[src/rtl/cal_pkg.sv]
// Shared definitions for the UART calculator parser: ASCII codes, state/op
// encodings and the byte classifier used by the parser FSM.
package cal_pkg;

    localparam logic [7:0] CH_0     = 8'h30;
    localparam logic [7:0] CH_9     = 8'h39;
    localparam logic [7:0] CH_ADD   = 8'h2B;
    localparam logic [7:0] CH_SUB   = 8'h2D;
    localparam logic [7:0] CH_MUL   = 8'h2A;
    localparam logic [7:0] CH_EQ    = 8'h3D;
    localparam logic [7:0] CH_CLR_U = 8'h43;
    localparam logic [7:0] CH_CLR_L = 8'h63;
    localparam logic [7:0] CH_SP    = 8'h20;
    localparam logic [7:0] CH_CR    = 8'h0D;
    localparam logic [7:0] CH_LF    = 8'h0A;

    typedef enum logic [1:0] {S_A = 2'd0, S_B = 2'd1, S_OUT = 2'd2} state_t;
    typedef enum logic [1:0] {OP_ADD = 2'd0, OP_SUB = 2'd1, OP_MUL = 2'd2} op_t;

    typedef enum logic [2:0] {
        CC_DIGIT, CC_OP, CC_EQ, CC_CLR, CC_WS, CC_OTHER
    } cls_t;

    // What the FSM does with the current cycle's byte.
    typedef enum logic [2:0] {
        ACT_NONE, ACT_DIG_A, ACT_DIG_B, ACT_OP, ACT_EQ, ACT_CLR, ACT_ERR, ACT_DROP
    } act_t;

    function automatic cls_t classify(input logic [7:0] c);
        cls_t r;
        if (c >= CH_0 && c <= CH_9) begin
            r = CC_DIGIT;
        end else begin
            case (c)
                CH_ADD, CH_SUB, CH_MUL: r = CC_OP;
                CH_EQ:                  r = CC_EQ;
                CH_CLR_U, CH_CLR_L:     r = CC_CLR;
                CH_SP, CH_CR, CH_LF:    r = CC_WS;
                default:                r = CC_OTHER;
            endcase
        end
        return r;
    endfunction

    function automatic op_t op_of(input logic [7:0] c);
        op_t r;
        case (c)
            CH_SUB:  r = OP_SUB;
            CH_MUL:  r = OP_MUL;
            default: r = OP_ADD;
        endcase
        return r;
    endfunction

endpackage

[src/rtl/cal_alu.sv]
// Combinational W-bit evaluator: add, wrapping subtract, or the low W bits
// of the product, selected by the latched operator.
module cal_alu
    import cal_pkg::*;
#(
    parameter int W = 16
) (
    input  logic [W-1:0] a,
    input  logic [W-1:0] b,
    input  logic [1:0]   op,
    output logic [W-1:0] y
);

    always_comb begin
        // NOTE: default assignment first so no path through the case can infer a latch.
        y = '0;
        case (op_t'(op))
            OP_ADD:  y = a + b;
            OP_SUB:  y = a - b;
            OP_MUL:  y = a * b;
            default: y = '0;
        endcase
    end

endmodule

[src/rtl/cal_parser.sv]
// Parses "<A><op><B>=" from the UART byte stream and holds the result on a
// valid/ready port; syntax and overrun errors emit a one-cycle err pulse.
module cal_parser
    import cal_pkg::*;
#(
    parameter int W      = 16,
    parameter int MAXDIG = 5
) (
    input  logic         clk,
    input  logic         n_rst,
    input  logic [7:0]   rx_data,
    input  logic         rx_valid,
    output logic [W-1:0] res_data,
    output logic         res_valid,
    input  logic         res_ready,
    output logic         err
);

    localparam int CW = $clog2(MAXDIG + 1);

    state_t        state;
    op_t           op;
    logic [W-1:0]  a, b;
    logic [CW-1:0] na, nb;

    cls_t          cls;
    act_t          act;
    logic          accept;
    logic          do_clear;
    logic [W-1:0]  digit, a_next, b_next, alu_y;

    assign cls    = classify(rx_data);
    assign digit  = W'(rx_data[3:0]);
    assign a_next = a * W'(10) + digit;
    assign b_next = b * W'(10) + digit;
    assign accept = res_valid & res_ready;

    cal_alu #(.W(W)) u_alu (
        .a  (a),
        .b  (b),
        .op (op),
        .y  (alu_y)
    );

    always_comb begin
        act = ACT_NONE;
        if (rx_valid) begin
            case (state)
                S_A: case (cls)
                    CC_DIGIT: act = (na == CW'(MAXDIG)) ? ACT_ERR : ACT_DIG_A;
                    CC_OP:    act = (na != '0) ? ACT_OP : ACT_ERR;
                    CC_WS:    act = ACT_NONE;
                    CC_CLR:   act = ACT_CLR;
                    default:  act = ACT_ERR;
                endcase
                S_B: case (cls)
                    CC_DIGIT: act = (nb == CW'(MAXDIG)) ? ACT_ERR : ACT_DIG_B;
                    CC_EQ:    act = (nb != '0) ? ACT_EQ : ACT_ERR;
                    CC_WS:    act = ACT_NONE;
                    CC_CLR:   act = ACT_CLR;
                    default:  act = ACT_ERR;
                endcase
                // A held result is never disturbed by stray bytes; clr drops it.
                default:  act = (cls == CC_CLR) ? ACT_CLR : ACT_DROP;
            endcase
        end
    end

    assign do_clear = accept || act == ACT_CLR || act == ACT_ERR;

    always_ff @(posedge clk) begin
        if (!n_rst) begin
            // NOTE: non-blocking assignments keep every register reading pre-edge values.
            state     <= S_A;
            op        <= OP_ADD;
            a         <= '0;
            b         <= '0;
            na        <= '0;
            nb        <= '0;
            res_data  <= '0;
            res_valid <= 1'b0;
            err       <= 1'b0;
        end else begin
            err <= (act == ACT_ERR) || (act == ACT_DROP);
            if (do_clear) begin
                state     <= S_A;
                op        <= OP_ADD;
                a         <= '0;
                b         <= '0;
                na        <= '0;
                nb        <= '0;
                res_valid <= 1'b0;
            end else begin
                case (act)
                    ACT_DIG_A: begin
                        a  <= a_next;
                        na <= na + CW'(1);
                    end
                    ACT_DIG_B: begin
                        b  <= b_next;
                        nb <= nb + CW'(1);
                    end
                    ACT_OP: begin
                        op    <= op_of(rx_data);
                        state <= S_B;
                    end
                    ACT_EQ: begin
                        res_data  <= alu_y;
                        res_valid <= 1'b1;
                        state     <= S_OUT;
                    end
                    default: ;
                endcase
            end
        end
    end

endmodule

[config.mk]
export PLATFORM = sky130hd
export DESIGN_NAME = cal_parser
export DESIGN_NICKNAME = d
export VERILOG_FILES = /design/src/rtl/cal_pkg.sv /design/src/rtl/cal_alu.sv /design/src/rtl/cal_parser.sv
export SDC_FILE = /design/constraint.sdc
export NUM_CORES = 1
export LEC_CHECK = 0
export ABC_CLOCK_PERIOD_IN_PS = 6100
export BUFFER_PORTS_ARGS = -buffer_cell sky130_fd_sc_hd__buf_2
export CAP_MARGIN = 10
export CORE_ASPECT_RATIO = 1.75
export CORE_UTILIZATION = 59
export DETAILED_ROUTE_END_ITERATION = 16
export PLACE_DENSITY = 0.78
export SYNTH_ARGS = -nofsm -noshare
export SYNTH_HDL_FRONTEND = slang
export SYNTH_SLANG_ARGS = --single-unit
[constraint.sdc]
create_clock -name clk -period 6.1 [get_ports clk]
set_input_delay 1.22 -clock clk [delete_from_list [all_inputs] [get_ports clk]]
set_output_delay 1.22 -clock clk [all_outputs]
set_load 0.02 [all_outputs]
==> out/metrics.cfg, run 1 <==
[pwr]
pwr-share-clk_pct = 34.6
seq_power_share_pct = 30.8
p_sw_share_pct = 37.7
power_frac_comb_pct = 34.6
ir_drop_mv = 0.109
switching_power_uw = 551
p_leak_uw = 0.00479
power.total_uw = 1460
powerDensity_nw_per_um2 = 143
p_int_uw = 910

[global_route]
grt_pass1_vias = 8448
overflow = 0
grt_pass1_wl_microns = 40800
track_usage_pct = 31.0
antenna_found_initial = 0
grt_max_degree = 30

[finish]
layout-drive-gt1-share_pct = 7.80
nets = 1395
areaGrowthSynthToFinish_pct = 6.54
fin_cells = 1368
n_antenna_cell = 0

[sta]
worst-slew-pin-transition_ns = 0.854
rsz0062_at_grt = no
fin_crit_sh_pct = 93.7
setup_viol = 0
slew_headroom_pct = 42.6
clock.fmax_ghz = 0.175
period_needed_ns = 5.72
slew_violations = 0
finClkSkew_ns = 0.0165
fin_tns_setup_ns = 0
hold_violations = 0

[worst_setup_path]
crit_start = b[4]
start_kind = flip-flop
worstPathRequired_ns = 6.33
r2r-start = b[4]
cp_data_arrival_time_ns = 5.95
worstSetupPathType = reg -> reg
end_kind = flip-flop
path_max_fanout = 18

[clock_tree]
cts-htree-levels = 3
clock_sinks = 60
cts_buffer_depth = 2
path_clk_slew_ns = 0.07
post_cts_buffers = 0
ctsResizeCount = 0
tritoncts = done
cts_buffers = 9
clock-root-buffer = clkbuf_16
postCtsHoldBufs = 0
clk_latency_ns = 0.35

[job]
max-cap-violations = 0

[yosys]
synth_flop_cell = dfxtp_1
ys_ff_latch = 60
synth_adder_area_share_pct = 33.9
synth-seq-area-share_pct = 12.5
yosys.area.top_type = fa_1
async_reset_ff_share_pct = 0
synthTopCellsByCount = inv_1 (141), ha_1 (124), nand2_1 (116)
synth_compound_area_share_pct = 14.5
synthXorXnorAreaFrac_pct = 10.5
synth_area_leaders = fa_1 (18%), ha_1 (16%), dfxtp_1 (13%)
synth-edff-count = 0
avgSynthCellArea_sq_um = 8.32
synth_top_family_by_area = adder cells
synthDominantCellAreaShare_pct = 17.7
yosysWarnings = 0
synth_most_common_cell = inv_1
synth_cell_types = 70
syn-num-nets = 1376
synth_area_sq_um = 9610
yosys.area_share.simple_pct = 20.1
netlist_instances = 1155
synth.area.mux_share_pct = 0.417

[place]
port_buffers = 29
hpwl_microns = 20400
place_congestion = 0.926
dp.cells = 1352

[status]
violations = DRC
outcome = finished, violations left

[drt]
via_per_inst = 5.98
wl_per_cell_microns = 18.5
drt-initial-drc-count = 443
ant_nets = 0
drc = 1
wirelength_microns = 25200
vias = 8186
firstDrtPassIters = 11

[floorplanning]
die_h_microns = 171
die_x_microns = 98.5
io_pins = 30
core_area_sq_um = 15900
die_area_sq_um = 16800
start_util_pct = 60.5
row_count = 61

[hold_path]
hold_path_class = reg -> reg
min_from = res_data[5]

[critical path: stages, from the launching register on]
cell and delay (ns):
dfxtp_1 0.76, and2_1 0.25, fa_1 0.41, inv_1 0.09, fa_1 0.41, fa_1 0.49
fa_1 0.49, inv_1 0.05, fa_1 0.52, inv_1 0.06, fa_1 0.53, inv_1 0.05
ha_1 0.35, nand3_1 0.10, o21ai_0 0.26, o21ai_0 0.12, a21boi_0 0.22, xnor2_1 0.16
o221ai_1 0.14, o211a_1 0.15
[sequential cells by signal (all words and copies together) (netlist names)]
name and flops:
a 16, b 16, err 1, na 3
nb 3, op 2, res_data 16, res_valid 1
state 2
[metal layers]
metal	track usage, %	vias up	part of all wire (%)
met3	4.41	133	4.7
li1	-	3872	-
met2	58.1	291	53
met5	0	-	0
met4	22.5	0	7.0
met1	31.1	3890	35
[logic make-up (layout without fill, tap and decap cells)]
| family | count (synthesis) | after routing |
|---|---|---|
| flip-flops | 60 | 60 |
| multiplexers | 4 | 4 |
| AND/OR/NAND/NOR | 386 | 386 |
| buffers and inverters | 189 | 213 |
| adder cells (fa/ha/maj) | 209 | 209 |
| XOR/XNOR | 115 | 115 |
| AO/OA/AOI/OAI | 192 | 192 |
[stage by stage]
| stage | setup slack, ns | area [sq um] | utilization, % | hold slack [ns] |
|---|---|---|---|---|
| after floorplan | 0.721 | 9610 | - | 0.481 |
| after global placement | 0.469 | 9950 | 62.7 | 0.447 |
| after detailed placement | 0.390 | 9950 | 62.7 | 0.465 |
| after CTS | 0.380 | 10200 | 64.5 | 0.476 |
| after global routing | 0.0485 | 10200 | 64.5 | 0.510 |
| final | 0.383 | 10200 | 64.5 | 0.475 |
[power groups by stage]
stage	combinational [uW]	clock, uW	sequential (uW)
2_1_floorplan	368	0	461
3_3_place_gp	488	0	457
3_5_place_dp	498	0	458
4_1_cts	502	506	449
5_1_grt	554	526	452
6_report	505	505	450
[worst paths after layout]
path / endpoint / depth (start not counted) / slack, ns
worst max-delay path: res_data[14] / 19 / 0.38
worst min register to register: res_data[5] / 2 / 0.48
worst max register to register: res_data[14] / 19 / 0.38
worst min-delay path: res_data[5] / 2 / 0.48
[cell usage in the layout, fill, tap and decap left out, types with 27 or more instances in the layout]
master     n
a21oi_1   51
and2_1    74
buf_2     29
buf_4     27
dfxtp_1   60
fa_1      85
ha_1     124
inv_1    141
nand2_1  116
nor2_1    84
o21ai_0   30
xnor2_1   77
xor2_1    38
[cell type report]
class / count / area [sq um]
clock buffer: 10 / 239
clock inverter: 6 / 46.3
fill: 1390 / 5640
inverter: 141 / 529
multi-input combinational: 906 / 7640
sequential: 60 / 1200
tap: 189 / 236
timing repair buffer: 56 / 348
(Power assumes the default switching activity.)
==> run 2, diff against run 1 <==
--- a/config.mk
+++ b/config.mk
@@ -13,4 +13,5 @@
 export DETAILED_ROUTE_END_ITERATION = 16
 export PLACE_DENSITY = 0.78
+export SLEW_MARGIN = 5
 export SYNTH_ARGS = -nofsm -noshare
 export SYNTH_HDL_FRONTEND = slang
==> constraint.sdc (replaced) <==
create_clock -name clk -period 6.1 [get_ports clk]
set_input_delay 0.915 -clock clk [delete_from_list [all_inputs] [get_ports clk]]
set_output_delay 0.915 -clock clk [all_outputs]
set_load 0.02 [all_outputs]
==> out/metrics.cfg, run 2 (same netlist as run 1, synthesis figures left out) <==
[finish]
layout_common_cells = inv_1 (141), ha_1 (124), nand2_1 (116)
final_common_cell = inv_1
n_antenna_cell = 0
design_area_sq_um = 10200
multi_input_area_sq_um = 7640
areaGrowthSynthToFinish_pct = 6.65
ff_latch_area_sq_um = 1200
nets = 1397
reg_top3 = a x16, b x16, res_data x16
fillerInstances = 1359
layout-drive-gt1-share_pct = 7.96

[global_route]
grt.met3_usage_pct = 3.88
use_met1_pct = 30.1
use_met2_pct = 58.5
grt_max_degree = 28
grt_pass1_vias = 8614
antenna_found_initial = 0
grt_pass1_wl_microns = 40400
track_usage_pct = 30.4
gr-max-usage-layer = met2
overflow = 0

[worst_setup_path]
r2r_cells = 19
end_kind = flip-flop
path_max_fanout = 18
cp_data_arrival_time_ns = 6.01
start_kind = flip-flop
worstPathRequired_ns = 6.33
worstSetupPathType = reg -> reg

[drt]
drc = 1
ant_nets = 0
firstDrtPassIters = 11
via_per_inst = 5.96
wirelength_microns = 24700
vias = 8170
drt-initial-drc-count = 407
wl_per_cell_microns = 18.0

[clock_tree]
cts_buffers = 9
cts_buffer_depth = 2
ctsResizeCount = 0
clk_latency_ns = 0.35
cts-htree-levels = 3
clock-root-buffer = clkbuf_16
post_cts_buffers = 0
clock_sinks = 60
path_clk_slew_ns = 0.07
postCtsHoldBufs = 0
tritoncts = done

[sta]
period_needed_ns = 5.78
setup_viol = 0
hold_violations = 0
finClkSkew_ns = 0.0155
worst-slew-pin-transition_ns = 0.865
fin_crit_sh_pct = 94.7
clock.fmax_ghz = 0.173
fin_tns_setup_ns = 0
finalWorstSetupSlack_ns = 0.320
slew_violations = 0
rsz0062_at_grt = no
slew_headroom_pct = 42.3
hold_slack_ns = 0.478

[job]
max-cap-violations = 0

[floorplanning]
die_area_sq_um = 16800
start_util_pct = 60.5
die_x_microns = 98.5
die_h_microns = 171
core_area_sq_um = 15900
io_pins = 30
row_count = 61

[place]
hpwl_microns = 19800
pre_cts_slack_ns = 0.337
place_congestion = 0.922
placed_area_sq_um = 9970
port_buffers = 29

[status]
outcome = finished, violations left
violations = DRC

[hold_path]
hold_path_class = reg -> reg
holdPathStages = 2

[pwr]
p_leak_uw = 0.00480
power.total_uw = 1450
ir_drop_mv = 0.134
powerDensity_nw_per_um2 = 142

[run 2: per-stage QoR]
stage	utilization [%]	instances
finish	64.6	1370
global route	64.6	1370
CTS	64.6	1370
detailed placement	62.8	1354
global placement	62.8	1354
floorplan	-	1155
[run 2: final timing paths]
path / slack (ns) / endpoint / start
min: 0.48 / res_data[5] / res_data[5]
max: 0.32 / res_data[14] / b[4]
min reg2reg: 0.48 / res_data[5] / res_data[5]
max reg2reg: 0.32 / res_data[14] / b[4]
[run 2: area by class of cell]
class	count	share of cell area, %
Multi-Input combinational cell	906	74.5
Inverter	141	5.16
Timing Repair Buffer	58	3.54
Tap cell	189	2.31
Clock inverter	7	0.549
Clock buffer	9	2.20
Sequential cell	60	11.7
[run 2: critical path: stages, from the launching register on]
cell and delay (ns):
dfxtp_1 0.81, and2_1 0.25, fa_1 0.41, inv_1 0.09, fa_1 0.41, fa_1 0.48
fa_1 0.49, inv_1 0.05, fa_1 0.52, inv_1 0.05, fa_1 0.53, inv_1 0.05
ha_1 0.34, nand3_1 0.09, o21ai_0 0.27, o21ai_0 0.12, a21boi_0 0.22, xnor2_1 0.16
o221ai_1 0.14, o211a_1 0.18
[run 2: metal layers]
metal,up-vias,routed length [microns]
met3,128,1010
met2,250,13000
met5,-,0
met4,0,1660
li1,3879,-
met1,3913,9000
[run 2: report_power, final]
group / total, uW / internal (uW) / switching, uW
clock network: 502 / 280 / 222
registers: 452 / 416 / 35.3
logic: 497 / 204 / 293
total: 1450 / 901 / 550
